[config.mk]
export PLATFORM = sky130hd
export DESIGN_NAME = zjh_seg_scan
export DESIGN_NICKNAME = d
export VERILOG_FILES = /design/src/rtl/zjh_seg_pkg.sv /design/src/rtl/zjh_seg_decode.sv /design/src/rtl/zjh_seg_scan.sv
export SDC_FILE = /design/constraint.sdc
export NUM_CORES = 1
export LEC_CHECK = 0
export CAP_MARGIN = 10
export CORE_MARGIN = 3
export CORE_UTILIZATION = 35
export DETAILED_ROUTE_END_ITERATION = 8
export SLEW_MARGIN = 40
export SYNTH_ARGS = -nofsm -noshare
export SYNTH_HDL_FRONTEND = slang
export SYNTH_SLANG_ARGS = --single-unit
export TNS_END_PERCENT = 1
[constraint.sdc]
create_clock -name Clk -period 5.45 [get_ports Clk]
set_input_delay 0.545 -clock Clk [delete_from_list [all_inputs] [get_ports Clk]]
set_output_delay 0.545 -clock Clk [all_outputs]
set_load 0.03 [all_outputs]
[src/rtl/zjh_seg_pkg.sv]
// Shared types and segment patterns for the 4-digit roll/count display.
package zjh_seg_pkg;

    localparam int unsigned NUM_DIGITS = 4;
    localparam int unsigned SEG_W      = 7;

    typedef logic [3:0] bcd_t;

    localparam logic [SEG_W-1:0] SEG_BLANK = 7'h7F;

    // Active-low {g,f,e,d,c,b,a}; hex A-F included so any nibble decodes
    localparam logic [SEG_W-1:0] SEG_LUT [0:15] = '{
        7'h40, 7'h79, 7'h24, 7'h30, 7'h19, 7'h12, 7'h02, 7'h78,
        7'h00, 7'h10, 7'h08, 7'h03, 7'h46, 7'h21, 7'h06, 7'h0E
    };

endpackage

[src/rtl/zjh_seg_decode.sv]
// Combinational nibble to active-low 7-segment pattern.
module zjh_seg_decode
    import zjh_seg_pkg::*;
(
    input  bcd_t             digit,
    output logic [SEG_W-1:0] seg_c
);

    always_comb begin
        seg_c = SEG_LUT[digit];
    end

endmodule

[src/rtl/zjh_seg_scan.sv]
// Roll counter and 4-digit multiplexed display for the mod-14 counter stage.
// Define ZJH_SEG_BLANK_EN to blank the leading zero of the roll and count pairs.
module zjh_seg_scan
    import zjh_seg_pkg::*;
#(
    parameter int unsigned SCAN_DIV = 1000,
    parameter int unsigned ROLL_MAX = 99
) (
    input  logic             Clk,
    input  logic             MR,
    input  logic [3:0]       Q,
    input  logic             C,
    input  logic             CLR_ROLL,
    output logic [7:0]       ROLL,
    output logic [3:0]       AN,
    output logic [SEG_W-1:0] SEG,
    output logic             DP
);

    localparam int unsigned DIV_W        = $clog2(SCAN_DIV);
    localparam logic [7:0]  ROLL_MAX_BCD = {4'(ROLL_MAX / 10), 4'(ROLL_MAX % 10)};

    logic             c_d_q,  c_d_d;
    logic [7:0]       roll_q, roll_d;
    bcd_t             q_r_q,  q_r_d;
    logic [DIV_W-1:0] div_q,  div_d;
    logic [1:0]       idx_q,  idx_d;
    logic [3:0]       an_q,   an_d;
    logic [SEG_W-1:0] seg_q,  seg_d;
    logic             dp_q,   dp_d;

    logic             evt;
    logic             cnt_tens;
    bcd_t             cnt_units;
    bcd_t             digit;
    logic             blank;
    logic [SEG_W-1:0] seg_c;

    // Carry edge detect and BCD roll counter; clear wins over a coincident event
    always_comb begin
        c_d_d  = C;
        evt    = C & ~c_d_q;
        roll_d = roll_q;
        if (CLR_ROLL) begin
            roll_d = 8'h00;
        end else if (evt) begin
            if (roll_q == ROLL_MAX_BCD)
                roll_d = 8'h00;
            else if (roll_q[3:0] == 4'd9)
                roll_d = {roll_q[7:4] + 4'd1, 4'd0};
            else
                roll_d = {roll_q[7:4], roll_q[3:0] + 4'd1};
        end
    end

    // Scan divider and digit index
    always_comb begin
        q_r_d = Q;
        div_d = div_q + DIV_W'(1);
        idx_d = idx_q;
        if (div_q == DIV_W'(SCAN_DIV - 1)) begin
            div_d = '0;
            idx_d = idx_q + 2'd1;
        end
    end

    // Digit select for the current scan position
    always_comb begin
        cnt_tens  = (q_r_q >= 4'd10);
        cnt_units = cnt_tens ? (q_r_q - 4'd10) : q_r_q;
        digit     = cnt_units;
        case (idx_q)
            2'd0:    digit = cnt_units;
            2'd1:    digit = {3'b000, cnt_tens};
            2'd2:    digit = roll_q[3:0];
            default: digit = roll_q[7:4];
        endcase
`ifdef ZJH_SEG_BLANK_EN
        blank = ((idx_q == 2'd3) && (roll_q[7:4] == 4'd0)) ||
                ((idx_q == 2'd1) && !cnt_tens);
`else
        blank = 1'b0;
`endif
    end

    zjh_seg_decode u_decode (
        .digit (digit),
        .seg_c (seg_c)
    );

    // Registered display drive, one cycle behind the scan state
    always_comb begin
        an_d  = ~(4'b0001 << idx_q);
        seg_d = blank ? SEG_BLANK : seg_c;
        dp_d  = (idx_q != 2'd2);
    end

    always_ff @(posedge Clk) begin
        if (MR) begin
            c_d_q  <= 1'b0;
            roll_q <= 8'h00;
            q_r_q  <= '0;
            div_q  <= '0;
            idx_q  <= 2'd0;
            an_q   <= 4'b1111;
            seg_q  <= SEG_BLANK;
            dp_q   <= 1'b1;
        end else begin
            c_d_q  <= c_d_d;
            roll_q <= roll_d;
            q_r_q  <= q_r_d;
            div_q  <= div_d;
            idx_q  <= idx_d;
            an_q   <= an_d;
            seg_q  <= seg_d;
            dp_q   <= dp_d;
        end
    end

    assign ROLL = roll_q;
    assign AN   = an_q;
    assign SEG  = seg_q;
    assign DP   = dp_q;

endmodule

After elaboration in Yosys (flattened, before gate mapping)
Memories as Yosys holds them, arrays and structs flattened. A register that Yosys moved wholly into a read port is not among the register bits.
Index checks and enable logic that the tools add are counted.

operators by class
  add/sub/neg operators = 5
  order comparisons = 1
  equality and inequality tests = 6
  shifts and indexed selects = 1
  mux-type cells = 4
  bitwise logic cells = 4
  reductions and logical operators = 5

operators with widths
  cell                                             count
  two-way mux 8 bit                                2
  case mux 4 bit (3 select lines)                  1
  adder 10 x 1 -> 10 bit, second input constant    1
  == test 10 bit, second input constant            1
  adder 4 x 1 -> 4 bit, second input constant      2
  == test 8 bit, second input constant             1
  NOT 4 -> 5 bit                                   1
  == test 4 bit, second input constant             1
  >= comparator 4 bit, second input constant       1
  two-way mux 4 bit                                1
  NOT 4 bit                                        1
  OR reduction 2 bit                               2
  left shift 1 x 2 -> 4 bit, first input constant  1
  subtractor 4 bit, second input constant          1
  adder 2 x 1 -> 2 bit, second input constant      1
  == test 2 x 1 -> 1 bit, second input constant    1
  == test 2 bit, second input constant             1
  zero test 2 bit                                  1
  != test 2 bit, second input constant             1
  AND reduction 2 bit                              1
  nonzero test 2 bit                               1
  bitwise AND 1 bit                                1
  NOT 1 bit                                        1

word-level totals
  flip-flop bits (word level) = 30
  bits in read-only memories = 112
  input port bits = 8
  output and inout port bits = 20
  memories = 1

memories
  memory            words  bits a word  rd ports  clocked after memory_dff  wr ports  RTL line              text
  (name not given)  16     7            1         1                         0         zjh_seg_decode.sv:10  seg_c = SEG_LUT[digit];

Depth between registers and ports, before layout
  depth in word-level cells = 4
  depth in mapped cells = 9
  gate-level depth less buffers = 9

Cells and area by module
From an unflattened synthesis, not the netlist that was laid out.

second synthesis, totals
  cells, all modules = 208
  area, all modules = 1,916.8 um^2

modules (own cells, without submodules)
  module          instances  cells an instance  area an instance (um^2)  sequential area each (um^2)
  zjh_seg_scan    1          173                1,669.1                  720.7
  zjh_seg_decode  1          35                 247.7                    0.0

Worst setup path after synthesis
No wires, ideal clock.

  path type = reg2reg
  start point = register idx_q[0]
  end point = register seg_q[5], in the netlist SEG[5]
  library setup time = 0.122 ns
  arrival = 2.033 ns
  data required time = 5.328 ns
  setup slack = 3.294 ns
  cell stages (with the launch flop) = 10
  period minus slack after synthesis = 2.156 ns
  cell sequence = dfxtp_1 > inv_1 > ha_1 > a221oi_1 > a22o_2 > inv_1 > ha_1 > o21ai_0 > a31oi_1 > a311o_1

between the ends
  cells in the longest elaborated chain, start to end = 3

RTL lines
  element                                 RTL line              text
  from (decl)                             zjh_seg_scan.sv:27    logic [1:0] idx_q, idx_d;
  from (signal assigned)                  zjh_seg_scan.sv:113   idx_q <= idx_d;
  == test 2 bit (tied with other cells)   zjh_seg_scan.sv:72    case (idx_q)
  case mux 4 bit (3 select lines) *       zjh_seg_scan.sv:72
  NOT 4 -> 5 bit (not written as such) *  zjh_seg_decode.sv:10
  to (decl)                               zjh_seg_scan.sv:29    logic [SEG_W-1:0] seg_q, seg_d;

Every way passes the cells marked *; elsewhere a longest branch is shown, timed or not.
A chain may end at the register's enable or synchronous reset.

Worst setup path in the final report
Same ends and word-level chain as after synthesis.

==> reports/qor.csv <==
stage,metric,value,unit
critical_path,critical path class,reg -> reg,
clocking,setup bufs post-CTS,0,
synth,most frequent cell after synthesis,dfxtp_1,
synth,Synth top area share,0.409,
finish,Post-Route Utilization,0.451,
global_routing,gr usage total,0.116,
floorplanning,die area,5920,µm²
synth,Synth Flop Type,dfxtp_1,
sta,RSZ-0062 raised after global routing,no,
routing,DRT Wirelength,3260,µm
sta,Highest Clock Rate,409,MHz
flow_run,Max Cap Viol,0,
synth,fraction of registers with async set/reset,0,
synth,synth unique cells,49,
sta,clk_skew,0.00270,ns
floorplanning,Starting Density,0.368,
clocking,clock tree buffer depth,2,
floorplanning,# rows,25,
routing,mean number of vias per cell,4.64,
clocking,Sink Count,36,
routing,via count,1332,
critical_path,critical-path maximum fanout,8,
placed_design,DP Wirelength,2400,µm
synth,"Avg Cell Area, Syn",9.27,µm²
finish,area delta synth->final,22.5,%
critical_path,buffer and inverter count on the worst path,2,
status,run status,finished clean,
sta,Max-slew headroom,0.647,
critical_path,Crit-path slowest cell,dfxtp_1,
clocking,Resized Gates After CTS,0,
routing,ANT nets after route,0,
synth,syn_nets,212,
synth,"Seq/Total Area, Yosys",0.409,
sta,setup violators final,0,
global_routing,largest net degree at the start of global routing,15,
placed_design,Place WS,2.98,ns
synth,commonest cells in the netlist,"dfxtp_1, nor2_1, ha_1",
synth,main area contributors after synthesis,"dfxtp_1, ha_1, nor2_1",
finish,ANT cells,0,
routing,DR WL/cell,11.4,µm
routing,drc violations,0,
critical_path,Worst path max stage delay,0.42,ns
finish,final instance area,2160,µm²
critical_path,cell family with most CP delay,compound AO/OA/AOI/OAI gates,
global_routing,first-pass GRT wire length,5390,µm
clocking,"Hold-fix buffers, CTS",0,
sta,setup ws final,3.01,ns
floorplanning,Core Region,4790,µm²
synth,post-synthesis cell count,190,
sta,"Hold Vio Cnt, Final",0,
placed_design,# port buffers,27,
clocking,htree depth,2,
synth,number of warnings issued by yosys,0,
clocking,TritonCTS Buffers,5,
global_routing,vias in the first global route,1171,
synth,#FFs+latches synth,36,
finish,Final nets,241,
finish,layout cells sized above 1,0.0909,
critical_path,"Data required, critical path",5.63,ns
placed_design,Final GP Congestion,0.751,
critical_path,Critical Path AT,2.62,ns
critical_path,r2r setup slk,3.01,ns
floorplanning,die height,76.9,µm
synth,Mapped Area,1760,µm²
pwr,Max IR drop VDD,0.183,mV
global_routing,initial antenna violation count,0,
synth,cell taking the most area after synthesis,dfxtp_1,
sta,Final period util,0.448,
global_routing,total gr overflow,0,
floorplanning,I/O pin cnt,28,
routing,TritonRoute pass-1 iters,4,
placed_design,DP Area,2060,µm²
critical_path,CP startpoint kind,flop,
sta,Tmin final,2.44,ns
synth,Post-synth EDFFs,0,
clocking,CTS tree,yes,
pwr,PwrDens,249,nW/µm²
floorplanning,Die Span X,76.9,µm
critical_path,crit path cell chain,"inv_1, ha_1, a221oi_1, a22o_2, inv_1, ha_1, o21ai_0, a31oi_1, a311o_1",
pwr,Leakage,0.832,nW
routing,initial DRC count,35,
worst_hold_path,Min-Delay Path Class,reg -> reg,
clocking,insertion delay to the later sink of the worst-skew pair,0.29,ns
critical_path,Crit. End Element,flop,
sta,worst-margin pin slew,0.530,ns
clocking,Clock Tree Root,clkbuf_8,
sta,Final Max Slew Viols,0,
clocking,clk slew on worst S/H paths,0.07,ns
sta,setup_tns,0,ns
-- final cells by class --
| type | instances | area (µm²) |
|---|---|---|
| Fill cell | 470 | 2630 |
| Multi-Input combinational cell | 136 | 942 |
| Sequential cell | 36 | 721 |
| Timing Repair Buffer | 28 | 275 |
| Clock buffer | 8 | 90.1 |
| Tap cell | 67 | 83.8 |
| Inverter | 12 | 45.0 |
-- cells in the final DEF, fill, tap and decap left out, types with 7 or more instances in the layout --
cell type / synthesis / routed
o21ai_0: 7 / 7
xnor2_1: 8 / 8
dfxtp_1: 36 / 36
clkdlybuf4s50_1: 0 / 27
ha_1: 14 / 14
nand3_1: 7 / 7
nor2b_1: 8 / 8
inv_1: 10 / 10
nand2_1: 13 / 13
nor2_1: 25 / 25
-- state kept, by name (all words and copies together) (netlist names) --
name,cells
q_r_q,4
c_d_q,1
idx_q,2
AN,4
ROLL,8
SEG,7
div_q,10
-- power by group --
part / leakage [nW] / total, mW / switching, mW / internal (mW)
logic: 0.492 / 0.0685 / 0.0376 / 0.0309
registers: 0.295 / 0.279 / 0.00566 / 0.273
clock network: 0.0455 / 0.190 / 0.0870 / 0.103
total: 0.832 / 0.537 / 0.130 / 0.407
-- metal layers --
layer | share of wire | GRT usage | vias up
met2 | 0.44 | 0.170 | 25
met3 | 0.053 | 0.0469 | 6
met5 | 0 | 0 | -
met4 | 0.017 | 0.0489 | 0
met1 | 0.49 | 0.149 | 594
li1 | - | - | 707
-- final timing paths --
| kind | startpoint | to | cells after the start |
|---|---|---|---|
| setup / recovery | idx_q[0]$_SDFFE_PP0P_ | SEG[5]$_SDFF_PP1_ | 9 |
| hold / removal | div_q[0]$_SDFF_PP0_ | div_q[0]$_SDFF_PP0_ | 1 |
| setup reg to reg | idx_q[0]$_SDFFE_PP0P_ | SEG[5]$_SDFF_PP1_ | 9 |
| hold reg to reg | div_q[0]$_SDFF_PP0_ | div_q[0]$_SDFF_PP0_ | 1 |
-- per-stage QoR --
step	hold slack [ns]	power, mW	cells
final	0.443	0.537	287
after global routing	0.482	0.566	287
after CTS	0.451	0.548	286
after detailed placement	0.437	0.353	278
after global placement	0.435	0.353	278
after floorplan	0.418	0.332	190
-- cells by family after synthesis --
logic type,share of synthesized area
AO/OA/AOI/OAI,0.139
XOR/XNOR,0.0597
adder cells (fa/ha/maj),0.0995
buffers and inverters,0.0554
flip-flops,0.409
multiplexers,0.0114
AND/OR/NAND/NOR,0.225
No activity file was read; power rests on OpenSTA's default activity.
